--- config.mk ---
export PLATFORM = sky130hd
export DESIGN_NAME = fd_pipe_stage_flat
export DESIGN_NICKNAME = d
export VERILOG_FILES = /design/src/rtl/fd_pipe_stage_pkg.sv /design/src/rtl/fd_pipe_stage_if.sv /design/src/rtl/fd_pipe_stage_sat_counter.sv /design/src/rtl/fd_pipe_stage.sv /design/src/flat_wrapper.sv
export SDC_FILE = /design/constraint.sdc
export NUM_CORES = 1
export LEC_CHECK = 0
export CAP_MARGIN = 20
export CORE_MARGIN = 5
export CORE_UTILIZATION = 54
export CTS_CLUSTER_DIAMETER = 100
export DETAILED_ROUTE_END_ITERATION = 16
export GPL_ROUTABILITY_DRIVEN = 0
export PLACE_DENSITY = 0.85
export SLEW_MARGIN = 20
export SYNTH_ARGS = -nofsm -noshare
export SYNTH_HDL_FRONTEND = slang
export SYNTH_SLANG_ARGS = --single-unit
export TNS_END_PERCENT = 100
--- constraint.sdc ---
create_clock -name clk -period 13.4 [get_ports clk]
set_input_delay 4.02 -clock clk [delete_from_list [all_inputs] [get_ports clk]]
set_output_delay 4.02 -clock clk [all_outputs]
set_load 0.02 [all_outputs]
--- src/rtl/fd_pipe_stage_pkg.sv ---
`default_nettype none
// ============================================================================
//  Package     : fd_pkg
//  Description : Shared constants and types for the Fetch-to-Decode pipeline
//                stage: default field widths, bubble (NOP) slot values and
//                the three-state occupancy encoding.
//  Revision    : 1.0  initial release
// ============================================================================
package fd_pkg;

  localparam int DEF_INSTR_W = 32;
  localparam int DEF_PC_W    = 32;
  localparam int DEF_CNT_W   = 16;

  localparam logic [31:0] DEF_BUBBLE_INSTR = 32'h0000_0000;
  localparam logic [31:0] DEF_BUBBLE_PC    = 32'h0010_0000;

  localparam logic [1:0] ST_EMPTY = 2'd0;
  localparam logic [1:0] ST_FULL  = 2'd1;
  localparam logic [1:0] ST_SKID  = 2'd2;

  // EMPTY: nothing held; FULL: main slot valid; SKID: main and skid valid
  typedef enum logic [1:0] {
    S_EMPTY = ST_EMPTY,
    S_FULL  = ST_FULL,
    S_SKID  = ST_SKID
  } fd_state_t;

endpackage : fd_pkg
`default_nettype wire

--- src/rtl/fd_pipe_stage_if.sv ---
`default_nettype none
// ============================================================================
//  Interface   : fd_pipe_stage_if
//  Description : Bundles the Fetch-side handshake, Decode-side outputs,
//                control inputs and performance counters of fd_pipe_stage.
//  Modports    : master - the environment (drives Fetch beats, stall, flush)
//                slave  - the pipeline stage itself
//  Signals     : in_valid/in_ready/in_instr/in_pc4  Fetch handshake
//                stall/flush                        Decode control
//                out_valid/out_instr/out_pc4        Decode beat
//                stall_cnt/flush_cnt                saturating event counters
//  Revision    : 1.0  initial release
// ============================================================================
interface fd_pipe_stage_if
  import fd_pkg::*;
#(
  parameter int INSTR_W = DEF_INSTR_W,
  parameter int PC_W    = DEF_PC_W,
  parameter int CNT_W   = DEF_CNT_W
);

  logic               in_valid;
  logic               in_ready;
  logic [INSTR_W-1:0] in_instr;
  logic [PC_W-1:0]    in_pc4;
  logic               stall;
  logic               flush;
  logic               out_valid;
  logic [INSTR_W-1:0] out_instr;
  logic [PC_W-1:0]    out_pc4;
  logic [CNT_W-1:0]   stall_cnt;
  logic [CNT_W-1:0]   flush_cnt;

  modport master (
    output in_valid, in_instr, in_pc4, stall, flush,
    input  in_ready, out_valid, out_instr, out_pc4, stall_cnt, flush_cnt
  );

  modport slave (
    input  in_valid, in_instr, in_pc4, stall, flush,
    output in_ready, out_valid, out_instr, out_pc4, stall_cnt, flush_cnt
  );

endinterface : fd_pipe_stage_if
`default_nettype wire

--- src/rtl/fd_pipe_stage_sat_counter.sv ---
`default_nettype none
// ============================================================================
//  Module      : sat_counter
//  Description : Event counter that increments by one per cycle with inc=1
//                and sticks at all-ones instead of wrapping.
//  Ports       : clk   in  clock, rising edge
//                rst   in  asynchronous active-high reset (clears count)
//                inc   in  count this cycle
//                count out current count
//  Revision    : 1.0  initial release
// ============================================================================
module sat_counter
  import fd_pkg::*;
#(
  parameter int CNT_W = DEF_CNT_W
) (
  input  logic             clk,
  input  logic             rst,
  input  logic             inc,
  output logic [CNT_W-1:0] count
);

  logic [CNT_W-1:0] count_q;
  logic [CNT_W-1:0] count_d;

  always_comb begin
    count_d = count_q;
    if (inc && (count_q != {CNT_W{1'b1}})) begin
      count_d = count_q + {{(CNT_W-1){1'b0}}, 1'b1};
    end
  end

  always_ff @(posedge clk or posedge rst) begin
    if (rst) begin
      count_q <= '0;
    end else begin
      count_q <= count_d;
    end
  end

  assign count = count_q;

endmodule : sat_counter
`default_nettype wire

--- src/rtl/fd_pipe_stage.sv ---
`default_nettype none
// ============================================================================
//  Module      : fd_pipe_stage
//  Description : Fetch-to-Decode pipeline register with valid/ready handshake
//                and a one-entry skid slot behind the main register, giving
//                two entries of storage. in_ready is registered so Decode
//                stall never reaches Fetch combinationally. Flush discards
//                everything held and any beat accepted in the same cycle.
//  Ports       : clk  in  clock, rising edge
//                rst  in  asynchronous active-high reset
//                bus  fd_pipe_stage_if.slave (handshake, control, counters)
//  Revision    : 1.0  initial release
// ============================================================================
module fd_pipe_stage
  import fd_pkg::*;
#(
  parameter int                 INSTR_W      = DEF_INSTR_W,
  parameter int                 PC_W         = DEF_PC_W,
  parameter logic [INSTR_W-1:0] BUBBLE_INSTR = INSTR_W'(DEF_BUBBLE_INSTR),
  parameter logic [PC_W-1:0]    BUBBLE_PC    = PC_W'(DEF_BUBBLE_PC),
  parameter int                 CNT_W        = DEF_CNT_W
) (
  input  logic             clk,
  input  logic             rst,
  fd_pipe_stage_if.slave   bus
);

  fd_state_t          state_q,      state_d;
  logic [INSTR_W-1:0] main_instr_q, main_instr_d;
  logic [PC_W-1:0]    main_pc4_q,   main_pc4_d;
  logic [INSTR_W-1:0] skid_instr_q, skid_instr_d;
  logic [PC_W-1:0]    skid_pc4_q,   skid_pc4_d;
  logic               in_ready_q,   in_ready_d;

  logic accept;
  logic consume;
  logic out_valid;

  assign out_valid = (state_q != S_EMPTY);
  assign accept    = bus.in_valid & in_ready_q;
  assign consume   = out_valid & ~bus.stall;

  // Next-state and datapath. Empty slots are always reloaded with bubble
  // values so Decode sees a NOP whenever out_valid is low.
  always_comb begin
    state_d      = state_q;
    main_instr_d = main_instr_q;
    main_pc4_d   = main_pc4_q;
    skid_instr_d = skid_instr_q;
    skid_pc4_d   = skid_pc4_q;

    case (state_q)
      S_EMPTY: begin
        if (accept) begin
          main_instr_d = bus.in_instr;
          main_pc4_d   = bus.in_pc4;
          state_d      = S_FULL;
        end
      end
      S_FULL: begin
        if (accept && consume) begin
          main_instr_d = bus.in_instr;
          main_pc4_d   = bus.in_pc4;
        end else if (accept) begin
          skid_instr_d = bus.in_instr;
          skid_pc4_d   = bus.in_pc4;
          state_d      = S_SKID;
        end else if (consume) begin
          main_instr_d = BUBBLE_INSTR;
          main_pc4_d   = BUBBLE_PC;
          state_d      = S_EMPTY;
        end
      end
      S_SKID: begin
        // in_ready is low here, so no new beat can arrive alongside
        if (consume) begin
          main_instr_d = skid_instr_q;
          main_pc4_d   = skid_pc4_q;
          skid_instr_d = BUBBLE_INSTR;
          skid_pc4_d   = BUBBLE_PC;
          state_d      = S_FULL;
        end
      end
      default: begin
        main_instr_d = BUBBLE_INSTR;
        main_pc4_d   = BUBBLE_PC;
        skid_instr_d = BUBBLE_INSTR;
        skid_pc4_d   = BUBBLE_PC;
        state_d      = S_EMPTY;
      end
    endcase

    // Flush wins over stall and over any same-cycle accept (wrong path)
    if (bus.flush) begin
      main_instr_d = BUBBLE_INSTR;
      main_pc4_d   = BUBBLE_PC;
      skid_instr_d = BUBBLE_INSTR;
      skid_pc4_d   = BUBBLE_PC;
      state_d      = S_EMPTY;
    end

    in_ready_d = (state_d != S_SKID);
  end

  // in_ready resets low and rises on the first edge after reset release
  always_ff @(posedge clk or posedge rst) begin
    if (rst) begin
      state_q      <= S_EMPTY;
      main_instr_q <= BUBBLE_INSTR;
      main_pc4_q   <= BUBBLE_PC;
      skid_instr_q <= BUBBLE_INSTR;
      skid_pc4_q   <= BUBBLE_PC;
      in_ready_q   <= 1'b0;
    end else begin
      state_q      <= state_d;
      main_instr_q <= main_instr_d;
      main_pc4_q   <= main_pc4_d;
      skid_instr_q <= skid_instr_d;
      skid_pc4_q   <= skid_pc4_d;
      in_ready_q   <= in_ready_d;
    end
  end

  assign bus.in_ready  = in_ready_q;
  assign bus.out_valid = out_valid;
  assign bus.out_instr = main_instr_q;
  assign bus.out_pc4   = main_pc4_q;

  sat_counter #(
    .CNT_W (CNT_W)
  ) u_stall_cnt (
    .clk   (clk),
    .rst   (rst),
    .inc   (out_valid & bus.stall),
    .count (bus.stall_cnt)
  );

  sat_counter #(
    .CNT_W (CNT_W)
  ) u_flush_cnt (
    .clk   (clk),
    .rst   (rst),
    .inc   (bus.flush),
    .count (bus.flush_cnt)
  );

endmodule : fd_pipe_stage
`default_nettype wire

--- src/flat_wrapper.sv ---
// flat-port wrapper written by rule: the top's interface ports become plain ports
module fd_pipe_stage_flat import fd_pkg::*;
#(
  parameter int                 INSTR_W      = DEF_INSTR_W,
  parameter int                 PC_W         = DEF_PC_W,
  parameter logic [INSTR_W-1:0] BUBBLE_INSTR = INSTR_W'(DEF_BUBBLE_INSTR),
  parameter logic [PC_W-1:0]    BUBBLE_PC    = PC_W'(DEF_BUBBLE_PC),
  parameter int                 CNT_W        = DEF_CNT_W
)
  (clk, rst, bus_in_valid, bus_in_instr, bus_in_pc4, bus_stall, bus_flush, bus_in_ready, bus_out_valid, bus_out_instr, bus_out_pc4, bus_stall_cnt, bus_flush_cnt);
  fd_pipe_stage_if #(.INSTR_W(INSTR_W), .PC_W(PC_W), .CNT_W(CNT_W)) bus_i ();
  input  logic clk;
  input  logic rst;
  input wire logic [$bits(bus_i.in_valid)-1:0] bus_in_valid;
  input wire logic [$bits(bus_i.in_instr)-1:0] bus_in_instr;
  input wire logic [$bits(bus_i.in_pc4)-1:0] bus_in_pc4;
  input wire logic [$bits(bus_i.stall)-1:0] bus_stall;
  input wire logic [$bits(bus_i.flush)-1:0] bus_flush;
  output wire logic [$bits(bus_i.in_ready)-1:0] bus_in_ready;
  output wire logic [$bits(bus_i.out_valid)-1:0] bus_out_valid;
  output wire logic [$bits(bus_i.out_instr)-1:0] bus_out_instr;
  output wire logic [$bits(bus_i.out_pc4)-1:0] bus_out_pc4;
  output wire logic [$bits(bus_i.stall_cnt)-1:0] bus_stall_cnt;
  output wire logic [$bits(bus_i.flush_cnt)-1:0] bus_flush_cnt;
  assign bus_i.in_valid = bus_in_valid;
  assign bus_i.in_instr = bus_in_instr;
  assign bus_i.in_pc4 = bus_in_pc4;
  assign bus_i.stall = bus_stall;
  assign bus_i.flush = bus_flush;
  assign bus_in_ready = bus_i.in_ready;
  assign bus_out_valid = bus_i.out_valid;
  assign bus_out_instr = bus_i.out_instr;
  assign bus_out_pc4 = bus_i.out_pc4;
  assign bus_stall_cnt = bus_i.stall_cnt;
  assign bus_flush_cnt = bus_i.flush_cnt;
  fd_pipe_stage #(.INSTR_W(INSTR_W), .PC_W(PC_W), .BUBBLE_INSTR(BUBBLE_INSTR), .BUBBLE_PC(BUBBLE_PC), .CNT_W(CNT_W)) u_core (.clk(clk), .rst(rst), .bus(bus_i));
endmodule
==> metrics.md <==
| Metric | Value |
|---|---|
| Outcome | complete, no violations |
| Arrival @ worst endpoint | 6.77 ns |
| Number of distinct library cells after synthesis | 53 |
| Total CTS buffers | 17 |
| Pin count of the biggest net entering global routing | 86 |
| DRT iter0 DRCs | 582 |
| Initial antenna violation count | 0 |
| Crit path launch type | primary input |
| Cts-stage hold buffer count | 0 |
| Post-route minimum period | 6.52 ns |
| Design internal power | 0.961 mW |
| Overall track demand over capacity in global routing | 23.9% |
| Routing usage on met3 | 5.76% |
| Number of global-route vias before repair | 6,018 |
| Max Cap Violations | 0 |
| Number of antenna repair diodes | 0 |
| Sequential fraction of the synthesis area | 56.9% |
| Part of the total power dissipated in the clock network | 36.3% |
| Gate count of the mapped netlist | 680 |
| Die span in x | 125 microns |
| Pins Over Slew Limit | 0 |
| Mapped Avg Cell Area | 10.5 sq um |
| Number of standard-cell rows in the floorplan | 42 |
| Most utilized layer in the global route result | met2 |
| Worst IR Drop VDD | 0.000103 V |
| Global route overflow | 0 |
| Pin slew with the least headroom to its limit | 1.01 ns |
| Synth Cell Area | 7170 sq um |
| Classification of the worst-slack hold path | flip-flop to flip-flop |
| Post-detail-place hpwl | 11,900 microns |
| Number of vias after detailed routing | 5,919 |
| Clock tree from TritonCTS | done |
| Number of stages on the worst hold path | 2 |
| Final Hold Fails | 0 |
| Largest area contributor in the netlist | sky130_fd_sc_hd__dfrtp_1 |
| Share of async-settable or async-resettable flops after synthesis | 100% |
| First-pass DRT Iterations | 6 |
| Fraction of power spent switching nets | 28.0% |
| Setup repair after global routing missed its margin | no |
| Number of flip-flops and latches in the synthesized netlist | 163 |
| CP Max Fanout | 80 |
| Combinational group share of total power | 20.1% |
| Headroom to the max-slew limit | 32.7% |
| Area growth from synthesis to layout | 31.9% |
| DRT Wirelength | 18,600 microns |
| Final routed wire length divided by cell count | 18.5 microns |
| Die Y | 125 microns |
| Final clock skew | 0.00653 ns |
| DRC violation count after routing | 0 |
| I/O pin count | 167 |
| Nets | 889 |
| Leakage power summed over all cells | 3.97 nW |
| Clk sink count | 163 |
| H-Tree Level Count | 4 |
| First-pass GRT wire length | 30,800 microns |
| Kind of critical path | primary input to flip-flop |
| Antenna-violating nets left | 0 |
| R2R cell count | 4 |
| Met1 Track Usage GR | 31.4% |
| Met2 GRT Util | 38.7% |
| Number of vias per cell after detailed routing | 5.90 |
| Biggest area contributors in the synthesized netlist | sky130_fd_sc_hd__dfrtp_1, sky130_fd_sc_hd__o2bb2ai_1, sky130_fd_sc_hd__nand2_1, sky130_fd_sc_hd__a22oi_1, sky130_fd_sc_hd__o21ai_0 |
| Net Switching | 0.373 mW |
| Top cell type's share of synthesized area | 56.2% |
| PwrDens | 141 nW/um^2 |
| Post-Syn Nets | 751 |
| CTS root buf | sky130_fd_sc_hd__clkbuf_16 |
| Setup violation total in the final timing report | 0 |
| Insertion delay of the later-clocked pin in the worst-skew pair | 0.42 ns |
| Core area | 13,100 sq um |
| Final core utilization | 72.0% |
| Element type at the critical path end | flip-flop |
| Quantity of gates resized following cts | 0 |
| Clock edge transition at the registers on the reported setup and hold paths | 0.06 ns |
| Final Cycle Share | 48.7% |
| Maximum frequency from static timing analysis | 153 MHz |
| Port bufs | 166 |
| Flop pwr share | 43.6% |
| Number of enable-type register cells in the synthesized netlist | 0 |
| Die Footprint | 15,700 sq um |
| Post-route setup TNS | 0 ns |
| Post CTS Setup Buffer Count | 0 |
| Cell count after placement | 975 |
| Req. time, crit path | 13.65 ns |
| Post-route non-filler standard cell count | 1,003 |
| Starting Density | 54.6% |
| Most common flop cell mapped by yosys | sky130_fd_sc_hd__dfrtp_1 |
| Max clock buf depth | 2 |
| Ratio of cells with drive above 1 in the final layout | 7.01% |
| Yosys Warn Count | 0 |
==> flip-flops by register name, summed over array words and instances, names as in the netlist <==
signal,flops
u_core.skid_instr_q,32
u_core.u_stall_cnt.count,16
u_core.bus.out_instr,32
u_core.bus.in_ready,1
u_core.bus.out_pc4,32
u_core.skid_pc4_q,32
u_core.u_flush_cnt.count,16
u_core.state_q,2
==> critical path: stages <==
cell and delay [ns]:
sky130_fd_sc_hd__clkdlybuf4s50_1 0.81, sky130_fd_sc_hd__a21oi_4 0.97, sky130_fd_sc_hd__buf_4 0.69, sky130_fd_sc_hd__o21ai_0 0.24
==> area by class of cell <==
class / instances / area [sq um]
flip-flops and latches: 163 / 4080
inverters: 8 / 35.0
clock inverters: 6 / 105
fillers: 925 / 3680
well taps: 176 / 220
repair buffers: 172 / 1710
clock buffers: 22 / 474
multi-input cells: 456 / 2830
==> worst paths after layout <==
check                                 startpoint  slack (ns)                           end
min in group asynchronous                    rst        4.10  u_core.u_stall_cnt.count[14]
max reg2reg                    u_core.state_q[0]       10.61          u_core.skid_pc4_q[3]
min reg2reg                u_core.skid_pc4_q[20]        0.47         u_core.skid_pc4_q[20]
max                                    bus_flush        6.88          u_core.skid_pc4_q[3]
max in group asynchronous                    rst        8.08      u_core.bus.out_instr[14]
min                        u_core.skid_pc4_q[20]        0.47         u_core.skid_pc4_q[20]
==> power groups by stage <==
| stage | logic (mW) | registers, mW | clock network, mW |
|---|---|---|---|
| after floorplan | 0.103 | 0.623 | 0 |
| after global placement | 0.260 | 0.586 | 0 |
| after detailed placement | 0.268 | 0.589 | 0 |
| after CTS | 0.270 | 0.581 | 0.490 |
| after global routing | 0.288 | 0.588 | 0.514 |
| final | 0.268 | 0.582 | 0.484 |
==> synthesized netlist by cell type, types with 2 or more instances <==
cell,instances
sky130_fd_sc_hd__nand4_1,5
sky130_fd_sc_hd__nand2b_1,3
sky130_fd_sc_hd__a21oi_1,9
sky130_fd_sc_hd__xnor2_1,12
sky130_fd_sc_hd__nor4_1,4
sky130_fd_sc_hd__a211oi_1,3
sky130_fd_sc_hd__o2bb2ai_1,63
sky130_fd_sc_hd__a31oi_1,2
sky130_fd_sc_hd__o21ai_0,60
sky130_fd_sc_hd__a21oi_2,3
sky130_fd_sc_hd__a41oi_1,4
sky130_fd_sc_hd__dfstp_2,2
sky130_fd_sc_hd__ha_1,2
sky130_fd_sc_hd__nor3_1,4
sky130_fd_sc_hd__or3_1,2
sky130_fd_sc_hd__o21ai_1,6
sky130_fd_sc_hd__dfrtp_1,161
sky130_fd_sc_hd__mux2_2,3
sky130_fd_sc_hd__nand3_1,11
sky130_fd_sc_hd__buf_2,37
sky130_fd_sc_hd__or2_2,3
sky130_fd_sc_hd__a22oi_1,63
sky130_fd_sc_hd__xor2_1,11
sky130_fd_sc_hd__and3_2,2
sky130_fd_sc_hd__buf_4,4
sky130_fd_sc_hd__nand2_1,142
sky130_fd_sc_hd__and3_1,3
sky130_fd_sc_hd__a311oi_1,3
sky130_fd_sc_hd__clkbuf_1,11
sky130_fd_sc_hd__nand3b_1,2
sky130_fd_sc_hd__nor2_1,8
sky130_fd_sc_hd__o211ai_1,4
sky130_fd_sc_hd__inv_1,8
==> cells by family after synthesis <==
family / count (synthesis) / share of synthesized area, %
AOI/OAI and AO/OA: 230 / 23.1
and+or+nand+nor: 197 / 12.1
DFF: 163 / 56.9
buffers and inverters: 61 / 4.15
xor gates and xnor gates: 23 / 2.81
muxes: 4 / 0.628
adders and majority gates: 2 / 0.349
==> placed cells by master (no fill, tap or decap), drive strengths merged, types with 10 or more instances in the layout <==
cell type	netlist	layout
clkdlybuf4s50	0	166
dfrtp	161	161
nor2	10	10
o21ai	67	67
o2bb2ai	63	63
xor2	11	11
a22oi	63	63
nand2	142	142
nand3	11	11
xnor2	12	12
clkbuf	11	22
a21oi	12	12
==> per-stage QoR <==
stage / hold WS [ns] / worst slack (ns) / cell area, sq um / power (mW)
after detailed placement: 0.454 / 6.53 / 8870 / 0.857
after floorplan: 0.441 / 4.98 / 7170 / 0.726
after global placement: 0.453 / 6.67 / 8870 / 0.846
final: 0.474 / 6.88 / 9460 / 1.33
after global routing: 0.497 / 6.66 / 9460 / 1.39
after CTS: 0.477 / 6.93 / 9450 / 1.34
==> metal layers <==
| metal | routed length, microns | vias up |
|---|---|---|
| met5 | 0 | - |
| met4 | 393 | 0 |
| met3 | 1150 | 29 |
| met2 | 9170 | 247 |
| met1 | 7860 | 2910 |
| li1 | - | 2733 |
Power figures use the tool's default switching activity.
